==> config.mk <==
export PLATFORM = sky130hd
export DESIGN_NAME = axi_wr_master
export DESIGN_NICKNAME = d
export VERILOG_FILES = /design/src/rtl/axi_wr_master_pkg.sv /design/src/rtl/axi_wr_master.sv
export SDC_FILE = /design/constraint.sdc
export NUM_CORES = 1
export LEC_CHECK = 0
export BUFFER_PORTS_ARGS = -buffer_cell sky130_fd_sc_hd__buf_2
export CELL_PAD_IN_SITES_DETAIL_PLACEMENT = 0
export CELL_PAD_IN_SITES_GLOBAL_PLACEMENT = 2
export CORE_AREA = 3 3 123 114
export CTS_CLUSTER_DIAMETER = 40
export CTS_CLUSTER_SIZE = 24
export DETAILED_ROUTE_END_ITERATION = 10
export DIE_AREA = 0 0 126 117
export HOLD_SLACK_MARGIN = 0.1
export PLACE_DENSITY_LB_ADDON = 0.1
export REMOVE_ABC_BUFFERS = 1
export SLEW_MARGIN = 20
export SYNTH_ARGS = -nofsm -noshare
export SYNTH_HDL_FRONTEND = slang
export SYNTH_SLANG_ARGS = --single-unit
==> constraint.sdc <==
create_clock -name aclk -period 2 [get_ports aclk]
set_clock_uncertainty 0.05 [all_clocks]
set_input_delay 0.1 -clock aclk [delete_from_list [all_inputs] [get_ports aclk]]
set_output_delay 0.1 -clock aclk [all_outputs]
set_load 0.005 [all_outputs]
==> src/rtl/axi_wr_master_pkg.sv <==
// axi_wr_master_pkg: AXI burst/response codes and write-master FSM states
package axi_wr_master_pkg;
   localparam logic [1:0] BURST_FIXED = 2'd0;
   localparam logic [1:0] BURST_INCR  = 2'd1;
   localparam logic [1:0] BURST_WRAP  = 2'd2;
   localparam logic [1:0] RESP_OKAY   = 2'd0;
   localparam logic [1:0] RESP_EXOKAY = 2'd1;
   localparam logic [1:0] RESP_SLVERR = 2'd2;
   localparam logic [1:0] RESP_DECERR = 2'd3;
   typedef enum logic [1:0] {ST_IDLE, ST_ADDR, ST_DATA, ST_RESP} wr_state_e;
endpackage

==> src/rtl/axi_wr_master.sv <==
// axi_wr_master: single-outstanding AXI3 write master (AW, pass-through W, B to response port)
module axi_wr_master
   import axi_wr_master_pkg::*;
#(
   parameter int ADDR_W = 32,
   parameter int DATA_W = 32,
   parameter int ID_W   = 4
) (
   input  logic                aclk,
   input  logic                arst,
   input  logic                cmd_valid,
   output logic                cmd_ready,
   input  logic [ID_W-1:0]     cmd_id,
   input  logic [ADDR_W-1:0]   cmd_addr,
   input  logic [3:0]          cmd_len,
   input  logic [2:0]          cmd_size,
   input  logic [1:0]          cmd_burst,
   input  logic                wd_valid,
   output logic                wd_ready,
   input  logic [DATA_W-1:0]   wd_data,
   input  logic [DATA_W/8-1:0] wd_strb,
   output logic                rsp_valid,
   input  logic                rsp_ready,
   output logic [ID_W-1:0]     rsp_id,
   output logic [1:0]          rsp_resp,
   output logic                rsp_idmis,
   output logic [ID_W-1:0]     awid,
   output logic [ADDR_W-1:0]   awaddr,
   output logic [3:0]          awlen,
   output logic [2:0]          awsize,
   output logic [1:0]          awburst,
   output logic [1:0]          awlock,
   output logic [3:0]          awcache,
   output logic [2:0]          awprot,
   output logic [3:0]          awqos,
   output logic [3:0]          awregion,
   output logic                awvalid,
   input  logic                awready,
   output logic [ID_W-1:0]     wid,
   output logic [DATA_W-1:0]   wdata,
   output logic [DATA_W/8-1:0] wstrb,
   output logic                wlast,
   output logic                wvalid,
   input  logic                wready,
   input  logic [ID_W-1:0]     bid,
   input  logic [1:0]          bresp,
   input  logic                bvalid,
   output logic                bready,
   output logic                busy
);
   wr_state_e         state_q, state_d;
   logic [3:0]        beat_cnt_q, beat_cnt_d;
   logic              cmd_ready_q, cmd_ready_d;
   logic              rsp_valid_q, rsp_valid_d;
   logic [ID_W-1:0]   rsp_id_q, rsp_id_d;
   logic [1:0]        rsp_resp_q, rsp_resp_d;
   logic              rsp_idmis_q, rsp_idmis_d;
   logic [ID_W-1:0]   awid_q, awid_d;
   logic [ADDR_W-1:0] awaddr_q, awaddr_d;
   logic [3:0]        awlen_q, awlen_d;
   logic [2:0]        awsize_q, awsize_d;
   logic [1:0]        awburst_q, awburst_d;
   logic              in_data;

   assign in_data   = (state_q == ST_DATA);
   assign wvalid    = in_data & wd_valid;
   assign wd_ready  = in_data & wready;
   assign wlast     = in_data & (beat_cnt_q == awlen_q);
   assign wdata     = wd_data;
   assign wstrb     = wd_strb;
   assign wid       = awid_q;
   assign awvalid   = (state_q == ST_ADDR);
   assign bready    = (state_q == ST_RESP);
   assign busy      = (state_q != ST_IDLE);
   assign cmd_ready = cmd_ready_q;
   assign rsp_valid = rsp_valid_q;
   assign rsp_id    = rsp_id_q;
   assign rsp_resp  = rsp_resp_q;
   assign rsp_idmis = rsp_idmis_q;
   assign awid      = awid_q;
   assign awaddr    = awaddr_q;
   assign awlen     = awlen_q;
   assign awsize    = awsize_q;
   assign awburst   = awburst_q;
   assign awlock    = '0;
   assign awcache   = '0;
   assign awprot    = '0;
   assign awqos     = '0;
   assign awregion  = '0;

   always_comb begin
      state_d     = state_q;
      beat_cnt_d  = beat_cnt_q;
      rsp_valid_d = rsp_valid_q & ~rsp_ready;
      rsp_id_d    = rsp_id_q;
      rsp_resp_d  = rsp_resp_q;
      rsp_idmis_d = rsp_idmis_q;
      awid_d      = awid_q;
      awaddr_d    = awaddr_q;
      awlen_d     = awlen_q;
      awsize_d    = awsize_q;
      awburst_d   = awburst_q;
      case (state_q)
         ST_IDLE: if (cmd_valid && cmd_ready_q) begin
            awid_d     = cmd_id;
            awaddr_d   = cmd_addr;
            awlen_d    = cmd_len;
            awsize_d   = cmd_size;
            awburst_d  = cmd_burst;
            beat_cnt_d = '0;
            state_d    = ST_ADDR;
         end
         ST_ADDR: state_d = awready ? ST_DATA : ST_ADDR;
         ST_DATA: if (wvalid && wready) begin
            beat_cnt_d = beat_cnt_q + 4'd1;
            state_d    = wlast ? ST_RESP : ST_DATA;
         end
         ST_RESP: if (bvalid) begin
            rsp_id_d    = bid;
            rsp_resp_d  = bresp;
            rsp_idmis_d = (bid != awid_q);
            rsp_valid_d = 1'b1;
            state_d     = ST_IDLE;
         end
      endcase
      // a retiring response frees cmd_ready only from the following cycle
      cmd_ready_d = (state_d == ST_IDLE) & ~rsp_valid_d;
   end

   always_ff @(posedge aclk or negedge arst) begin
      if (!arst) begin
         state_q     <= ST_IDLE;
         beat_cnt_q  <= '0;
         cmd_ready_q <= 1'b0;
         rsp_valid_q <= 1'b0;
         rsp_id_q    <= '0;
         rsp_resp_q  <= '0;
         rsp_idmis_q <= 1'b0;
         awid_q      <= '0;
         awaddr_q    <= '0;
         awlen_q     <= '0;
         awsize_q    <= '0;
         awburst_q   <= '0;
      end else begin
         state_q     <= state_d;
         beat_cnt_q  <= beat_cnt_d;
         cmd_ready_q <= cmd_ready_d;
         rsp_valid_q <= rsp_valid_d;
         rsp_id_q    <= rsp_id_d;
         rsp_resp_q  <= rsp_resp_d;
         rsp_idmis_q <= rsp_idmis_d;
         awid_q      <= awid_d;
         awaddr_q    <= awaddr_d;
         awlen_q     <= awlen_d;
         awsize_q    <= awsize_d;
         awburst_q   <= awburst_d;
      end
   end
endmodule

Yosys cells after proc, flatten, opt, wreduce, memory -nomap -nowiden
Index checks and enable logic that the tools add are counted.
{ "totals": {"output_inout_bits": 117, "inputBits": 95, "wordCells": 47, "reg_bits": 60} }
{ "classes": {"eq_ne": 7, "n_reduce_logical": 9, "add_sub_neg": 1, "muxes": 11, "bitwise": 7} }
{ "ops": {"columns": ["op", "count"], "rows": [
  ["two-way mux 2 bit", 4],
  ["two-way mux 4 bit", 2],
  ["one-hot mux 2 bit (4 select lines)", 1],
  ["one-hot mux 4 bit (2 select lines)", 1],
  ["AND 1 bit", 5],
  ["adder 4 x 1 -> 4 bit, second input constant", 1],
  ["equality test 2 bit, second input constant", 2],
  ["equality test 4 bit", 1],
  ["logical NOT 2 bit", 2],
  ["!= test 4 bit", 1],
  ["AND reduction 2 bit", 2],
  ["nonzero test 2 bit", 2],
  ["two-way mux 1 bit", 3],
  ["AND reduction 3 bit", 1],
  ["equality test 2 x 1 -> 1 bit, second input constant", 1],
  ["logical AND 1 bit", 2],
  ["!= test 2 x 1 -> 1 bit, second input constant", 1],
  ["!= test 2 bit, second input constant", 1],
  ["NOT 1 bit", 2]
]} }

Longest topological paths before layout
Gate-level depths: netlist of run 1.
{ "depth": {"word_depth": 7, "ltp_mapped": 6, "depth_no_buf": 4} }

Worst setup path after synthesis of run 1
No wires, ideal clock.
{ "synth_path": {"path_kind": "reg2reg", "from": "reg state_q[1]", "to": "reg awaddr_q[10], in the netlist awaddr[10]", "t_required_ps": 1825, "path_slack_ps": 453, "t_arrival_ps": 1372, "synth_period_minus_slack_ps": 1547, "stages_incl_launch_ff": 6, "setup_ps": 125, "n_path_buf": 3, "cell_sequence": "dfrtp_1 > buf_6 > nor4bb_4 > buf_6 > buf_6 > mux2_2"} }
{ "synth_between": {"elab_chain_len": 2} }
{ "synth_lines": {"columns": ["element", "line", "source"], "rows": [
  ["from (decl)", "axi_wr_master.sv:51", "wr_state_e state_q, state_d;"],
  ["from (signal assigned)", "axi_wr_master.sv:145", "state_q <= state_d;"],
  ["logical NOT 2 bit", "axi_wr_master.sv:103", "case (state_q)"],
  ["AND reduction 2 bit (no source line)", null, null],
  ["to (signal assigned)", "axi_wr_master.sv:153", "awaddr_q <= awaddr_d;"],
  ["to (decl)", "axi_wr_master.sv:59", "logic [ADDR_W-1:0] awaddr_q, awaddr_d;"]
]} }
No other way between the ends.
A chain may end at the register's enable or synchronous reset.

Worst setup path after layout of run 1
{ "layout_path": {"from": "reg state_q[1]", "to": "out wlast"} }
{ "layout_between": {"elab_chain_len": 2} }
{ "layout_lines": {"columns": ["element", "line", "source"], "rows": [
  ["equality test 2 bit", "axi_wr_master.sv:65", "assign in_data = (state_q == ST_DATA);"],
  ["AND 1 bit", "axi_wr_master.sv:68", "assign wlast = in_data & (beat_cnt_q == awlen_q);"],
  ["to (decl)", "axi_wr_master.sv:42", "output logic wlast,"]
]} }
No other way between the ends.

==> impl_metrics.toml, run 1 <==
[outcome]
status = "finished clean"

[floorplanning]
die_x_um = 126
std_cell_rows = 39
core_um2 = 12700
initial_core_util_pct = 23.1
pin_count = 212
die_area_um2 = 14700
die_y_um = 117

[finish]
final_util_pct = 33.2
post_route_cells_drive_above_1_share_pct = 51.3
nNetsFinal = 470
design_area_um2 = 4220
area_growth_pct = 44.0
insertedDiodeCount = 0
final_cells = 542

[global_routing]
track_usage_pct = 11.7
grt_pass1_wl_um = 12800
grt_max_degree = 61
antenna_found_initial = 0
grt_pass1_vias = 2223
grt_overflow_total = 0

[worst_setup_path]
cp_max_fo = 9
crit_type = "flop to output pin"
crit_start = "state_q[1]$_DFF_PN0_"
slowest_stage = "dfrtp_1"
arrival_ns = 1.57
critPathLaunchType = "flop"
slowest_delay_ns = 0.38
end_kind = "output pin"
reg2reg_from = "state_q[1]$_DFF_PN0_"
required_ns = 1.85
cp_cell_sequence = "buf_4 -> nor2b_1 -> o2111ai_1 -> nor2_1 -> buf_2"

[sta]
timing.final.crit_period_ns = 1.72
slew_violations = 0
fmax_ghz = 0.581
period_share_pct = 86.0
final.setup.worst_slack_ns = 0.280
hold_slack_ns = 0.150
hold_viol = 0
setup_tns_ns = 0
rsz0062_at_grt = "false"
setup_viol = 0

[pwr]
switchingPower_mw = 1.68
seqPwrFrac_pct = 38.7
p_leak_nw = 2.03
p_sw_share_pct = 30.0
p_comb_share_pct = 36.2
power.density_nw_per_um2 = 1330
ir_drop_uv = 540
p_int_mw = 3.94
total_power_mw = 5.62
clkPwrFrac_pct = 25.1

[clock_network]
cts.htree.levels = 3
cts_tree = "built"
path_clk_slew_ns = 0.05
cts_post_setup_buffers_inserted = 0
cts_buffer_depth = 2
insertion_delay_ns = 0.32
cts_root_buf = "clkbuf_16"
cts_buffers = 9
cts.sinks = 60

[placed_design]
io_buffers = 122
dpl.hpwl_um = 6110
dp.cells = 468
dp_slack_ns = 0.315
gp_congestion = 0.688
placed_area_um2 = 3350

[synth]
syn_area_per_cell_um2 = 13.0
ys_top_cells_by_area = "dfrtp_1, mux2_2, buf_4"
post-synth-top-area-cell = "dfrtp_1"
synth_seq_cells = 60
synth_edf_count = 0
yosysWarningCount = 0
syn_area_um2 = 2930
ys_types = 30
yosysTopAreaCellShare_pct = 51.3
yosysMostFrequentCell = "dfrtp_1"
ys_seq_area_share_pct = 51.3
synthFlopType = "dfrtp_1"
postSynthCellCount = 226
synth-async-reset-ratio_pct = 100
synthTopCellsByCount = "dfrtp_1, buf_4, mux2_2, buf_6, o21ai_0"

[route]
routed_via_density = 3.95
ant_nets = 0
routed_wl_um = 8530
drt-initial-drc-count = 28
num_vias = 2139
firstDrtPassIters = 3
avgRoutedWirePerCell_um = 15.7
post-route-drc-count = 0

[hold_path]
hp-class = "primary input to output pin"
min_from = "wd_data[19]"

[flow_run]
drv_cap = 0
[cell type report]
class | count | area (um^2)
Fill cell | 1300 | 8470
Sequential cell | 60 | 1500
Timing Repair Buffer | 186 | 1260
Multi-Input combinational cell | 112 | 956
Clock buffer | 13 | 260
Tap cell | 164 | 205
Inverter | 5 | 18.8
Clock inverter | 2 | 10.0
[cell usage in the layout, fill, tap and decap left out, types with 4 or more instances in the layout]
cell           netlist  routed
mux2_2              51      51
conb_1               1      17
a21oi_1              4       4
dfrtp_1             60      60
xor2_1               4       4
dlygate4sd3_1        0      59
o21ai_0              6       6
clkbuf_16            0       9
inv_1                5       5
buf_2                1     122
[state kept, by name, summed over array words and instances (netlist names), 2 cells and up]
register / cells
state_q: 2
awid: 4
beat_cnt_q: 4
rsp_id: 4
rsp_resp: 2
awburst: 2
awsize: 3
awlen: 4
awaddr: 32
[per-layer routing]
metal | share of wire, % | vias up | global-route usage, %
li1 | - | 988 | -
met1 | 45 | 996 | 15.0
met2 | 38 | 141 | 14.4
met3 | 16 | 12 | 9.07
met4 | 1.3 | 2 | 3.86
met5 | 0.49 | - | 2.29
[critical path, delay by kind of cell (launching register included)]
kind / cells / cell delay, ns
flip-flops: 1 / 0.38
buffers and inverters: 2 / 0.32
AO/OA/AOI/OAI: 1 / 0.18
AND/OR/NAND/NOR: 2 / 0.37
[logic make-up after synthesis]
logic type      after synthesis  share of synthesized area [%]
compound gates               15                           3.16
xor+xnor                      6                           1.79
fa+ha+maj                     1                          0.427
buf+inv                      70                           18.1
flops                        60                           51.3
mux                          51                           19.6
other cells                   1                          0.128
simple gates                 22                           5.47
[worst paths after layout]
path	to	cells past startpoint	slack [ns]
max	wlast	5	0.28
min	wdata[19]	0	0.15
max reg2reg	awaddr[15]$_DFFE_PN0P_	3	0.34
min reg2reg	rsp_idmis$_DFFE_PN0P_	2	0.44
max in group asynchronous	awlen[3]$_DFFE_PN0P_	3	1.36
min in group asynchronous	awaddr[7]$_DFFE_PN0P_	3	0.26
[repair_timing]
| item | in CTS | in global routing |
|---|---|---|
| endpoints found under the hold margin | 116 | 0 |
| resized for setup | 0 | 0 |
| hold buffers | 59 | 0 |
[power groups by stage]
stage | combinational, mW | sequential, mW | clock, mW
after floorplan | 0.909 | 2.25 | 0
after global placement | 1.99 | 2.19 | 0
after detailed placement | 1.98 | 2.19 | 0
after CTS | 2.09 | 2.19 | 1.48
after global routing | 2.28 | 2.27 | 1.54
final | 2.03 | 2.18 | 1.41
No activity file was read; power rests on OpenSTA's default activity.
==> run 2, diff against run 1 <==
Settings changed: CORE_AREA 3 3 123 114 to 5 5 125 116, DIE_AREA 0 0 126 117 to 0 0 130 121.
==> run 2 against run 1 <==
Compared with the run above: global-route usage shrank 0.37 points; die area grew 6.7%; flip-flop and latch count is the same; critical endpoint unchanged; sequential share of layout area shrank 0.46 points; highest routed layer is now met4; combinational power is essentially flat; count of clock-buffer cells in the layout is the same; worst setup slack lost 0.0057 ns; final cell count grew 0.55%.
==> impl_metrics.toml, run 2 (synthesis gave the netlist of run 1 again) <==
[finish]
insertedDiodeCount = 0
largest_reg_flops = 32
area_growth_pct = 45.9
final_common_cell = "buf_2"
post_route_cells_drive_above_1_share_pct = 51.7
final_cell_mix = "buf_2, dfrtp_1, dlygate4sd3_1"
nNetsFinal = 468

[global_routing]
grt_max_degree = 61
grt_overflow_total = 0
grt_pass1_wl_um = 13200
track_usage_pct = 11.3
grt_pass1_vias = 2321
antenna_found_initial = 0

[clock_network]
cts_root_buf = "clkbuf_16"
cts_post_setup_buffers_inserted = 0
cts.htree.levels = 3
cts_buffer_depth = 2
cts.sinks = 60
cts_tree = "built"
cts_resized = 0
path_clk_slew_ns = 0.05
insertion_delay_ns = 0.32
cts_buffers = 9

[floorplanning]
initial_core_util_pct = 22.5
die_area_um2 = 15700
pin_count = 212
std_cell_rows = 40
core_um2 = 13000
die_x_um = 130
die_y_um = 121

[sta]
timing.final.crit_period_ns = 1.73
hold_viol = 0
final.setup.worst_slack_ns = 0.274
period_share_pct = 86.3
setup_viol = 0
fmax_ghz = 0.579
rsz0062_at_grt = "false"
slew_violations = 0

[route]
routed_wl_um = 8640
firstDrtPassIters = 4
drt-initial-drc-count = 47
avgRoutedWirePerCell_um = 15.9
post-route-drc-count = 0
ant_nets = 0
num_vias = 2138
routed_via_density = 3.92

[worst_setup_path]
crit_type = "flop to output pin"
slowest_delay_ns = 0.40
slowest_stage = "dfrtp_1"
end_kind = "output pin"
arrival_ns = 1.58
crit_family = "flip-flops"
regToRegSetupSlack_ns = 0.28
path_buf_inv = 2
cp_max_fo = 9
critPathLaunchType = "flop"
rr_endpoint = "awburst[1]$_DFFE_PN0P_"
cp_cell_sequence = "buf_4 -> nor2b_1 -> o2111ai_1 -> nor2_1 -> buf_2"
reg2reg_from = "state_q[0]$_DFF_PN0_"
reg2reg_depth = 3
required_ns = 1.85

[hold_path]
min_from = "wready"
hold_path_end = "beat_cnt_q[0]$_DFFE_PN0P_"
min_path_cells = 3
hp-class = "primary input to flop"

[pwr]
switchingPower_mw = 1.72
total_power_mw = 5.94
clkPwrFrac_pct = 29.2
power.density_nw_per_um2 = 1390
ir_drop_uv = 540
seqPwrFrac_pct = 37.0
p_comb_share_pct = 33.8
p_leak_nw = 2.05
p_sw_share_pct = 28.9
p_int_mw = 4.22

[outcome]
status = "finished clean"

[placed_design]
dpl.hpwl_um = 6120
io_buffers = 122
gp_congestion = 0.688
dp_slack_ns = 0.267

[flow_run]
drv_cap = 0
## run 2: changes by cell type in the layout (fill, tap and decap cells not counted), sizes merged
cell	before	now
clkinv	2	0
buf	127	126
dlygate4sd3	59	58
clkinvlp	0	1
bufinv	0	2
## run 2: final cells by class
| class | instances | area, um^2 |
|---|---|---|
| Fill cell | 1354 | 8740 |
| Sequential cell | 60 | 1500 |
| Timing Repair Buffer | 184 | 1250 |
| Multi-Input combinational cell | 112 | 956 |
| Clock buffer | 13 | 270 |
| Tap cell | 168 | 210 |
| Clock inverter | 3 | 67.6 |
| Inverter | 5 | 18.8 |
## run 2: power by group through the flow
stage | clock network, mW | logic (mW) | registers, mW
6_report | 1.74 | 2.01 | 2.20
5_1_grt | 1.85 | 2.25 | 2.30
4_1_cts | 1.82 | 2.07 | 2.21
3_5_place_dp | 0 | 1.96 | 2.22
3_3_place_gp | 0 | 1.96 | 2.22
2_1_floorplan | 0 | 0.909 | 2.25
## run 2: worst max path at each step
stage | start | endpoint | slack [ns] | depth (start not counted)
final | state_q[1]$_DFF_PN0_ | wlast | 0.27 | 5
after global routing | state_q[1]$_DFF_PN0_ | wlast | 0.11 | 5
after CTS | state_q[1]$_DFF_PN0_ | wlast | 0.24 | 5
after detailed placement | state_q[0]$_DFF_PN0_ | awburst[0]$_DFFE_PN0P_ | 0.27 | 3
after global placement | state_q[0]$_DFF_PN0_ | awaddr[27]$_DFFE_PN0P_ | 0.30 | 3
after floorplan | state_q[1]$_DFF_PN0_ | awaddr[0]$_DFFE_PN0P_ | -0.81 | 2
## run 2: per-layer routing
metal	track usage (%)	wire (um)	vias up	part of all wire, %
met5	1.73	0	-	0
met3	8.27	1370	9	16
met2	14.8	3510	134	41
met4	3.51	108	0	1.2
li1	-	-	982	-
met1	14.3	3660	1013	42
## run 2: tightest hold or removal path, cell delays in order
cell	delay, ns
buf_2	0.13
nand4b_4	0.13
o21ai_0	0.08
## run 2: metrics by stage
| step | setup TNS, ns | util (%) | instances | instance area (um^2) | hold slack [ns] |
|---|---|---|---|---|---|
| finish | 0 | 32.8 | 545 | 4270 | 0.116 |
| global route | 0 | 32.8 | 545 | 4270 | 0.129 |
| CTS | 0 | 32.8 | 545 | 4270 | 0.101 |
| detailed placement | 0 | 25.8 | 471 | 3350 | 0.0964 |
| global placement | 0 | 25.8 | 471 | 3350 | 0.102 |
| floorplan | -39.71 | - | 177 | 2480 | -0.246 |
## run 2: repair_timing
item,CTS,global route
hold endpoints to repair,116,0
hold buffers,58,0
setup endpoints to repair,0,0
